==> config.mk <==
export PLATFORM = sky130hd
export DESIGN_NAME = pc_unit
export DESIGN_NICKNAME = d
export VERILOG_FILES = /design/src/rtl/pc_pkg.sv /design/src/rtl/pc_ras.sv /design/src/rtl/pc_unit.sv
export SDC_FILE = /design/constraint.sdc
export NUM_CORES = 1
export LEC_CHECK = 0
export CAP_MARGIN = 30
export CORE_UTILIZATION = 41
export CTS_CLUSTER_SIZE = 25
export DETAILED_ROUTE_END_ITERATION = 6
export PLACE_DENSITY_LB_ADDON = 0.08
export SYNTH_ARGS = -nofsm -noshare
export SYNTH_HDL_FRONTEND = slang
export SYNTH_SLANG_ARGS = --single-unit
export TNS_END_PERCENT = 5
==> constraint.sdc <==
create_clock -name clk -period 2.9 [get_ports clk]
set_input_delay 0.58 -clock clk [delete_from_list [all_inputs] [get_ports clk]]
set_output_delay 0.58 -clock clk [all_outputs]
set_load 0.005 [all_outputs]
==> src/rtl/pc_pkg.sv <==
// Shared types and default constants for the program-counter unit.
package pc_pkg;

  // Run-control states, visible on the run_state debug output.
  typedef enum logic [1:0] {
    BOOT = 2'd0,
    RUN  = 2'd1,
    HALT = 2'd2
  } pc_state_t;

  localparam int          PC_WIDTH        = 32;
  localparam int          PC_INC          = 4;
  localparam int          PC_RAS_DEPTH    = 4;
  localparam logic [31:0] PC_RESET_VECTOR = 32'h0000_0000;
  localparam logic [31:0] PC_TRAP_VECTOR  = 32'h0000_0080;

endpackage

==> src/rtl/pc_ras.sv <==
// Circular return-address stack. A push when full overwrites the oldest
// entry; a pop when empty is ignored. A push and pop in the same cycle
// replaces the top entry (pop first, then push).
module pc_ras #(
  parameter int n     = 32,
  parameter int DEPTH = 4
) (
  input  logic         clk,
  input  logic         rst_n,
  input  logic         push,
  input  logic         pop,
  input  logic [n-1:0] data,
  output logic [n-1:0] top,
  output logic         empty,
  output logic         full
);

  localparam int PW = (DEPTH > 1) ? $clog2(DEPTH) : 1;

  logic [n-1:0] mem [DEPTH];
  logic [PW-1:0] ptr;
  logic [PW:0]   count;
  logic [PW-1:0] ptr_up;
  logic [PW-1:0] ptr_down;

  assign ptr_up   = (ptr == PW'(DEPTH - 1)) ? '0 : ptr + 1'b1;
  assign ptr_down = (ptr == '0) ? PW'(DEPTH - 1) : ptr - 1'b1;
  assign top      = mem[ptr];
  assign empty    = (count == '0);
  assign full     = (count == (PW + 1)'(DEPTH));

  // Stack pointer, occupancy and storage update.
  always_ff @(posedge clk or negedge rst_n) begin
    if (!rst_n) begin
      ptr   <= '0;
      count <= '0;
      for (int i = 0; i < DEPTH; i++) mem[i] <= '0;
    end else if (push && pop && !empty) begin
      mem[ptr] <= data;
    end else if (push) begin
      ptr         <= ptr_up;
      mem[ptr_up] <= data;
      if (!full) count <= count + 1'b1;
    end else if (pop && !empty) begin
      ptr   <= ptr_down;
      count <= count - 1'b1;
    end
  end

endmodule

==> src/rtl/pc_unit.sv <==
// Program-counter unit: fetch-address register, next-pc selection and a
// BOOT/RUN/HALT run-control FSM. Define PC_RAS_EN to add call/ret ports
// and a return-address stack (pc_ras).
// Control inputs are level-sampled every rising clk edge; there is no
// handshake, a request is acted on in the cycle it is presented.
module pc_unit
  import pc_pkg::*;
#(
  parameter int           n            = PC_WIDTH,
  parameter int           INC          = PC_INC,
  parameter logic [n-1:0] RESET_VECTOR = n'(PC_RESET_VECTOR),
  parameter logic [n-1:0] TRAP_VECTOR  = n'(PC_TRAP_VECTOR),
  parameter int           RAS_DEPTH    = PC_RAS_DEPTH
) (
  input  logic         clk,
  input  logic         rst_n,
  input  logic         stall,
  input  logic         halt,
  input  logic         resume,
  input  logic         branch_taken,
  input  logic [n-1:0] branch_target,
  input  logic         jump,
  input  logic [n-1:0] jump_target,
  input  logic         trap,
`ifdef PC_RAS_EN
  input  logic         call,
  input  logic         ret,
  output logic         ras_empty,
`endif
  output logic [n-1:0] pc,
  output logic [n-1:0] pc_plus_inc,
  output logic         pc_valid,
  output logic [1:0]   run_state
);

  pc_state_t    state;
  pc_state_t    state_next;
  logic [n-1:0] pc_next;
  logic [n-1:0] jump_aligned;
  logic [n-1:0] branch_aligned;
  logic         do_jump;
  logic         unused_low_bits;

  // Fetch is word aligned, so the low two target bits are dropped.
  assign jump_aligned    = {jump_target[n-1:2], 2'b00};
  assign branch_aligned  = {branch_target[n-1:2], 2'b00};
  assign unused_low_bits = ^{jump_target[1:0], branch_target[1:0]};

  assign pc_plus_inc = pc + n'(INC);
  assign pc_valid    = (state == RUN) && !stall && !halt;
  assign run_state   = state;

`ifdef PC_RAS_EN
  logic         ras_push;
  logic         ras_pop;
  logic [n-1:0] ras_top;
  logic         unused_ras_full;

  // A call is a jump that also records the return address.
  assign do_jump = jump | call;

  pc_ras #(
    .n     (n),
    .DEPTH (RAS_DEPTH)
  ) u_ras (
    .clk   (clk),
    .rst_n (rst_n),
    .push  (ras_push),
    .pop   (ras_pop),
    .data  (pc_plus_inc),
    .top   (ras_top),
    .empty (ras_empty),
    .full  (unused_ras_full)
  );
`else
  localparam int unused_ras_depth = RAS_DEPTH;
  assign do_jump = jump;
`endif

  // State and pc registers; reset returns to BOOT at the reset vector.
  always_ff @(posedge clk or negedge rst_n) begin
    if (!rst_n) begin
      state <= BOOT;
      pc    <= RESET_VECTOR;
    end else begin
      state <= state_next;
      pc    <= pc_next;
    end
  end

  // Next state and next pc: trap > halt/HALT hold > jump > ret > branch > stall > increment.
  always_comb begin
    state_next = state;
    pc_next    = pc;
`ifdef PC_RAS_EN
    ras_push   = 1'b0;
    ras_pop    = 1'b0;
`endif
    unique case (state)
      BOOT: begin
        state_next = RUN;
      end
      RUN: begin
        if (trap) begin
          pc_next = TRAP_VECTOR;
        end else if (halt) begin
          state_next = HALT;
        end else begin
`ifdef PC_RAS_EN
          ras_push = call;
          ras_pop  = ret;
`endif
          if (do_jump) begin
            pc_next = jump_aligned;
          end
`ifdef PC_RAS_EN
          else if (ret) begin
            pc_next = ras_empty ? RESET_VECTOR : ras_top;
          end
`endif
          else if (branch_taken) begin
            pc_next = branch_aligned;
          end else if (!stall) begin
            pc_next = pc_plus_inc;
          end
        end
      end
      HALT: begin
        if (trap) begin
          state_next = RUN;
          pc_next    = TRAP_VECTOR;
        end else if (resume && !halt) begin
          state_next = RUN;
        end
      end
      default: begin
        state_next = BOOT;
        pc_next    = RESET_VECTOR;
      end
    endcase
  end

endmodule

==> flow_summary.json, run 1 <==
{
  "finalSetupViolations": 6,
  "drive_above_1_share": 0.1437,
  "clkTransAtPathRegs_ps": 70,
  "drt_wl_total_um": 10020,
  "insertion_delay_ps": 290,
  "ys_seq_area_frac": 0.2861,
  "root_buffer": "clkbuf_8",
  "antenna_found_initial": 0,
  "setup_ws_ps": -120.6,
  "cp_cell_sequence": "nand4_4 -> or4_4 -> nor3_4 -> xnor2_1 -> clkdlybuf4s50_1",
  "p_leak_nw": 1.977,
  "fin_nets": 571,
  "num_vias": 3282,
  "synthXorXnorAreaFrac": 0.08762,
  "hp-class": "flop to flop",
  "cp_slowest_cell": "or4_4",
  "yosys_register_bits": 32,
  "status": "finished with violations",
  "synth_edf_count": 0,
  "synth_mux_area_frac": 0.03576,
  "cts_buffers": 5,
  "synth_ff_type": "dfrtp_1",
  "ios": 139,
  "switching_share": 0.3865,
  "critPathMaxFanout": 8,
  "drv_slew": 0,
  "synth_area_per_cell_sq_um": 8.330,
  "r2r_setup_slack_ps": 480,
  "rsz0062_at_grt": "true",
  "fmax_ghz": 0.3311,
  "worstSetupEndpointType": "primary output",
  "die_area_sq_um": 7161,
  "ys_types": 59,
  "grt_pass1_wl_um": 15990,
  "critPathArrivalTime_ps": 2440,
  "start_kind": "flop",
  "grt.overflow.total": 0,
  "place_ws_ps": 83.87,
  "start_util": 0.4334,
  "worstSetupPathType": "flop to primary output",
  "utilization": 0.7067,
  "yosys.cell_count.top_type": "dfrtp_1",
  "cts_tree": "built",
  "switchingPower_uw": 871.8,
  "violations": "DRC, setup timing",
  "synthSimpleGateAreaFrac": 0.2123,
  "yosys.area.top_type": "dfrtp_1",
  "globalplace.congestion": 0.8443,
  "clockPowerShare": 0.151,
  "clock_path_buffers": 2,
  "slowest_delay_ps": 650,
  "track_usage": 0.2805,
  "synthTopCellsByCount": "32 x dfrtp_1, 29 x o21ai_0, 26 x nor2_1",
  "p_comb_frac": 0.575,
  "synthesis.area_sq_um": 2799,
  "grt_max_degree": 33,
  "post-route-min-period_ps": 3021,
  "synth.area.top_cells": "dfrtp_1 29%, xnor2_1 5.9%, o21ai_0 5.2%",
  "synth_top_area_frac": 0.2861,
  "area_delta_synth_final_pct": 63.08,
  "row_count": 29,
  "die_height_um": 84.63,
  "synth_top_family_by_area": "compound AO/OA/AOI/OAI gates",
  "routed_via_density": 5.748,
  "io_buffers": 130,
  "worst-r2r-cell-count": 8,
  "cap_viol_max_count": 0,
  "drt_iter0_markers": 223,
  "grt_pass1_vias": 3325,
  "skew_ps": 5.633,
  "cts.sinks": 32,
  "internal_power_mw": 1.384,
  "ant_nets": 0,
  "p_per_area_nw_per_um2": 494.2,
  "syn-instance-count": 336,
  "power_frac_seq": 0.274,
  "synth-compound-area-share": 0.2789,
  "antenna_cells": 0,
  "yosysWarnings": 0,
  "fp.dieW_um": 84.63,
  "relSlewSlack": 0.6314,
  "hold_violations": 0,
  "synth-adder-area-share": 0.02235,
  "fin_crit_sh": 1.042,
  "first_pass_iters": 7,
  "cp.required_ps": 2320,
  "core-area_sq_um": 6459,
  "tightest_slew_ps": 552.8,
  "worstHoldPathCells": 1,
  "drc": 9,
  "dp_hpwl_um": 7517,
  "async_flop_share": 1.000,
  "avgRoutedWirePerCell_um": 17.55,
  "h-tree-depth": 2,
  "ir_worst_vdd_mv": 0.3436
}
## final timing paths
path                              endpoint          from
min in group asynchronous           pc[14]         rst_n
setup / recovery           pc_plus_inc[24]        pc[11]
hold / removal                      pc[30]        pc[30]
hold reg to reg                     pc[30]        pc[30]
setup reg to reg                    pc[15]  run_state[1]
max in group asynchronous           pc[18]         rst_n
## stage by stage
step,TNS [ps],std cells,hold slack [ps],area [sq um],total power [mW]
4_1_cts,-517.3,566,525.4,4468,2.249
6_report,-478.7,571,525.2,4564,2.256
3_5_place_dp,0,558,505.2,4353,1.907
5_1_grt,-1247,571,547.9,4564,2.410
3_3_place_gp,0,558,504.4,4353,1.881
2_1_floorplan,0,339,284.4,2810,1.235
## kinds of logic after synthesis
kind of cell | after synthesis
mux | 10
simple gates | 103
buf+inv | 45
other cells | 1
fa+ha+maj | 5
compound gates | 112
flops | 32
xor+xnor | 28
## placed cells by master (no fill, tap or decap), types with 12 or more instances in the layout
master / instances
o21ai_0: 29
o2bb2ai_1: 12
inv_1: 19
nand2_1: 21
a21oi_1: 16
dfrtp_1: 32
xnor2_1: 18
nor2_1: 24
buf_4: 43
clkdlybuf4s50_1: 122
## registers in the layout, summed over array words and instances, names as in the netlist
name and count:
pc 30, run_state 2
## per-layer routing
layer | vias up | global-route usage | wire, um
li1 | 1562 | - | -
met1 | 1555 | 0.3674 | 4270
met2 | 150 | 0.4738 | 4908
met3 | 15 | 0.04031 | 700
met4 | 0 | 0.09707 | 140
met5 | - | 0 | 0
## power by group through the flow
| stage | Sequential [mW] | Combinational [mW] | Clock [mW] |
|---|---|---|---|
| final | 0.618 | 1.30 | 0.340 |
| after global placement | 0.623 | 1.26 | 0 |
| after global routing | 0.631 | 1.42 | 0.360 |
| after detailed placement | 0.625 | 1.28 | 0 |
| after floorplan | 0.645 | 0.591 | 0 |
| after CTS | 0.618 | 1.29 | 0.346 |
## worst max-delay path: cells and delay by family, from the launching register on
family | cells | cell delay [ps]
buf+inv | 1 | 510
simple gates | 3 | 1070
flops | 1 | 410
xor+xnor | 1 | 140
## area by class of cell
cell class                      count  area (sq um)
Tap cell                           77         96.34
Sequential cell                    32         800.8
Clock buffer                        6         72.57
Clock inverter                      1         5.005
Fill cell                         558          1894
Timing Repair Buffer              174          1640
Inverter                           19         71.32
Multi-Input combinational cell    262          1878
## repair_timing
| action | 4_1_cts | 5_1_grt |
|---|---|---|
| setup buffers | 1 | 5 |
| pin swaps | 10 | 7 |
| setup endpoints to repair | 12 | 13 |
| hold buffers | 0 | 0 |
| gates resized for setup | 11 | 14 |
Power figures use the tool's default switching activity.
==> inputs of run 2 (changes only) <==
--- a/config.mk
+++ b/config.mk
@@ -6,9 +6,10 @@
 export NUM_CORES = 1
 export LEC_CHECK = 0
 export CAP_MARGIN = 30
-export CORE_UTILIZATION = 41
+export CORE_UTILIZATION = 37
 export CTS_CLUSTER_SIZE = 25
 export DETAILED_ROUTE_END_ITERATION = 6
+export GPL_TIMING_DRIVEN = 0
 export PLACE_DENSITY_LB_ADDON = 0.08
 export SYNTH_ARGS = -nofsm -noshare
 export SYNTH_HDL_FRONTEND = slang
==> constraint.sdc (replaced) <==
create_clock -name clk -period 2.4 [get_ports clk]
set_input_delay 0.48 -clock clk [delete_from_list [all_inputs] [get_ports clk]]
set_output_delay 0.48 -clock clk [all_outputs]
set_load 0.005 [all_outputs]
==> run 2 against run 1 <==
Net effect: the run ends with setup timing left; cell count rose by 7.2%; sequential share of layout area fell by 0.60 points; critical endpoint is now pc_plus_inc[27]; hold slack got worse by 250 ps; flip-flop and latch count did not move; first-iteration DRC count fell by 4.5%; global-route usage fell by 0.73 points; sequential power rose by 31%; combinational power rose by 20%.
==> flow_summary.json, run 2 (synthesis results as in run 1) <==
{
  "status": "finished with violations",
  "violations": "setup timing",
  "internal_power_mw": 1.824,
  "row_count": 31,
  "grt.overflow.total": 0,
  "cp_cell_sequence": "clkbuf_8 -> nand4_1 -> or4_4 -> buf_12 -> nor4_4 -> xnor2_1 -> buf_2",
  "p_comb_frac": 0.526,
  "clock_path_buffers": 2,
  "ios": 139,
  "largest_reg_flops": 30,
  "num_vias": 3449,
  "grt_max_degree": 33,
  "antenna_found_initial": 0,
  "die_height_um": 88.98,
  "worstSetupPathType": "flop to primary output",
  "critPathBufInv": 3,
  "start_kind": "flop",
  "drv_slew": 0,
  "area_delta_synth_final_pct": 72.24,
  "cp_top_family": "simple AND/OR/NAND/NOR gates",
  "ff_latch_area_sq_um": 817.0,
  "ant_nets": 0,
  "switchingPower_mw": 1.139,
  "layout_commonest_cell": "clkdlybuf4s50_1",
  "routed_via_density": 5.636,
  "setup.worst_path.start": "pc[5]",
  "power.total_mw": 2.963,
  "nFillCells": 634,
  "multi_input_area_sq_um": 1997,
  "clkTransAtPathRegs_ps": 80,
  "die_area_sq_um": 7917,
  "cts_buffers": 5,
  "p_per_area_nw_per_um2": 614.5,
  "drive_above_1_share": 0.2534,
  "cts_hold_buf": 0,
  "relSlewSlack": 0.4505,
  "insertion_delay_ps": 290,
  "skew_ps": 8.362,
  "avgRoutedWirePerCell_um": 17.95,
  "hp-class": "primary input to asynchronous set/reset pin",
  "fin_nets": 589,
  "io_buffers": 129,
  "first_pass_iters": 5,
  "critPathMaxFanout": 8,
  "drt_wl_total_um": 10980,
  "critPathArrivalTime_ps": 2200,
  "place_ws_ps": -638.2,
  "power_frac_seq": 0.272,
  "largest_register": "pc",
  "cts.sinks": 32,
  "tightest_slew_ps": 824.3,
  "cp.required_ps": 1920,
  "grt_pass1_vias": 3116,
  "globalplace.congestion": 0.9286,
  "track_usage": 0.2732,
  "setup_ws_ps": -275.6,
  "slowest_delay_ps": 470,
  "ir_worst_vdd_mv": 0.5238,
  "start_util": 0.3838,
  "antenna_cells": 0,
  "fin_crit_sh": 1.115,
  "finalSetupViolations": 17,
  "clockPowerShare": 0.202,
  "rsz0062_at_grt": "true",
  "post-route-min-period_ps": 2676,
  "r2r_start": "run_state[1]",
  "fp.dieW_um": 88.98,
  "h-tree-depth": 2,
  "mostFrequentLayoutCells": "106 x clkdlybuf4s50_1, 39 x buf_4, 23 x nor2_1",
  "worstSetupEndpointType": "primary output",
  "hold_violations": 0,
  "drt_iter0_markers": 213,
  "cts_tree": "built",
  "core-area_sq_um": 7292,
  "p_leak_nw": 2.096,
  "cp_slowest_cell": "or4_4",
  "grt_pass1_wl_um": 16170,
  "dp_hpwl_um": 7675,
  "switching_share": 0.3844,
  "drc": 0,
  "cap_viol_max_count": 0,
  "fmax_ghz": 0.3737,
  "root_buffer": "clkbuf_8"
}
run 2: cell count changes in the layout (fill, tap and decap cells not counted), moves of 5 or more:
cell,before,now
buf_2,0,17
buf_6,1,7
clkbuf_1,1,6
clkbuf_2,0,6
clkdlybuf4s50_1,122,106
dfrtp_1,32,19
dfrtp_2,0,13
o21ai_0,29,18
o21ai_1,2,12
run 2: final timing paths:
path / endpoint / slack, ps / cells past startpoint
setup / recovery: pc_plus_inc[27] / -280 / 7
hold / removal: pc[9] / 270 / 1
setup reg to reg: pc[29] / -30 / 8
hold reg to reg: pc[30] / 520 / 1
max in group asynchronous: pc[23] / 1540 / 1
min in group clk: pc[30] / 520 / 1
run 2: timing repair:
action / CTS / global route
resized for setup: 120 / 29
buffers inserted: 24 / 15
endpoints found under the setup margin: 52 / 49
gates cloned: 0 / 0
pin swaps: 23 / 17
run 2: power groups by stage:
stage | sequential, mW | clock, mW | combinational, mW
floorplan | 0.779 | 0 | 0.714
global placement | 0.799 | 0 | 1.41
detailed placement | 0.803 | 0 | 1.43
CTS | 0.801 | 0.601 | 1.50
global route | 0.822 | 0.620 | 1.67
finish | 0.807 | 0.598 | 1.56
run 2: layout make-up:
class                      count  share of cell area
clock buffer                   7             0.01998
timing repair buffer         168              0.3148
sequential                    32              0.1695
buffer                        24             0.03478
multi-input combinational    262              0.4142
inverter                      19             0.01479
tap                           99             0.02569
clock inverter                 1            0.006229
run 2: metal layers:
layer,vias to the layer above,share of wire,global-route usage,wire length (um)
met3,26,0.079,0.04524,871
li1,1599,-,-,-
met1,1635,0.43,0.3680,4685
met5,-,0,0,0
met4,0,0.021,0.08225,229
met2,189,0.47,0.4524,5198
run 2: through the flow:
stage          cell area (sq um)  cells  hold WS, ps  TNS (ps)    util
6_report                    4821    612        273.5     -2176  0.6611
5_1_grt                     4821    612        331.2     -4227  0.6611
4_1_cts                     4696    597        295.1     -3485  0.6440
3_5_place_dp                4220    567        508.0    -19250  0.5788
3_3_place_gp                4225    567        493.7    -18660  0.5794
2_1_floorplan               2810    339        184.4         0       -
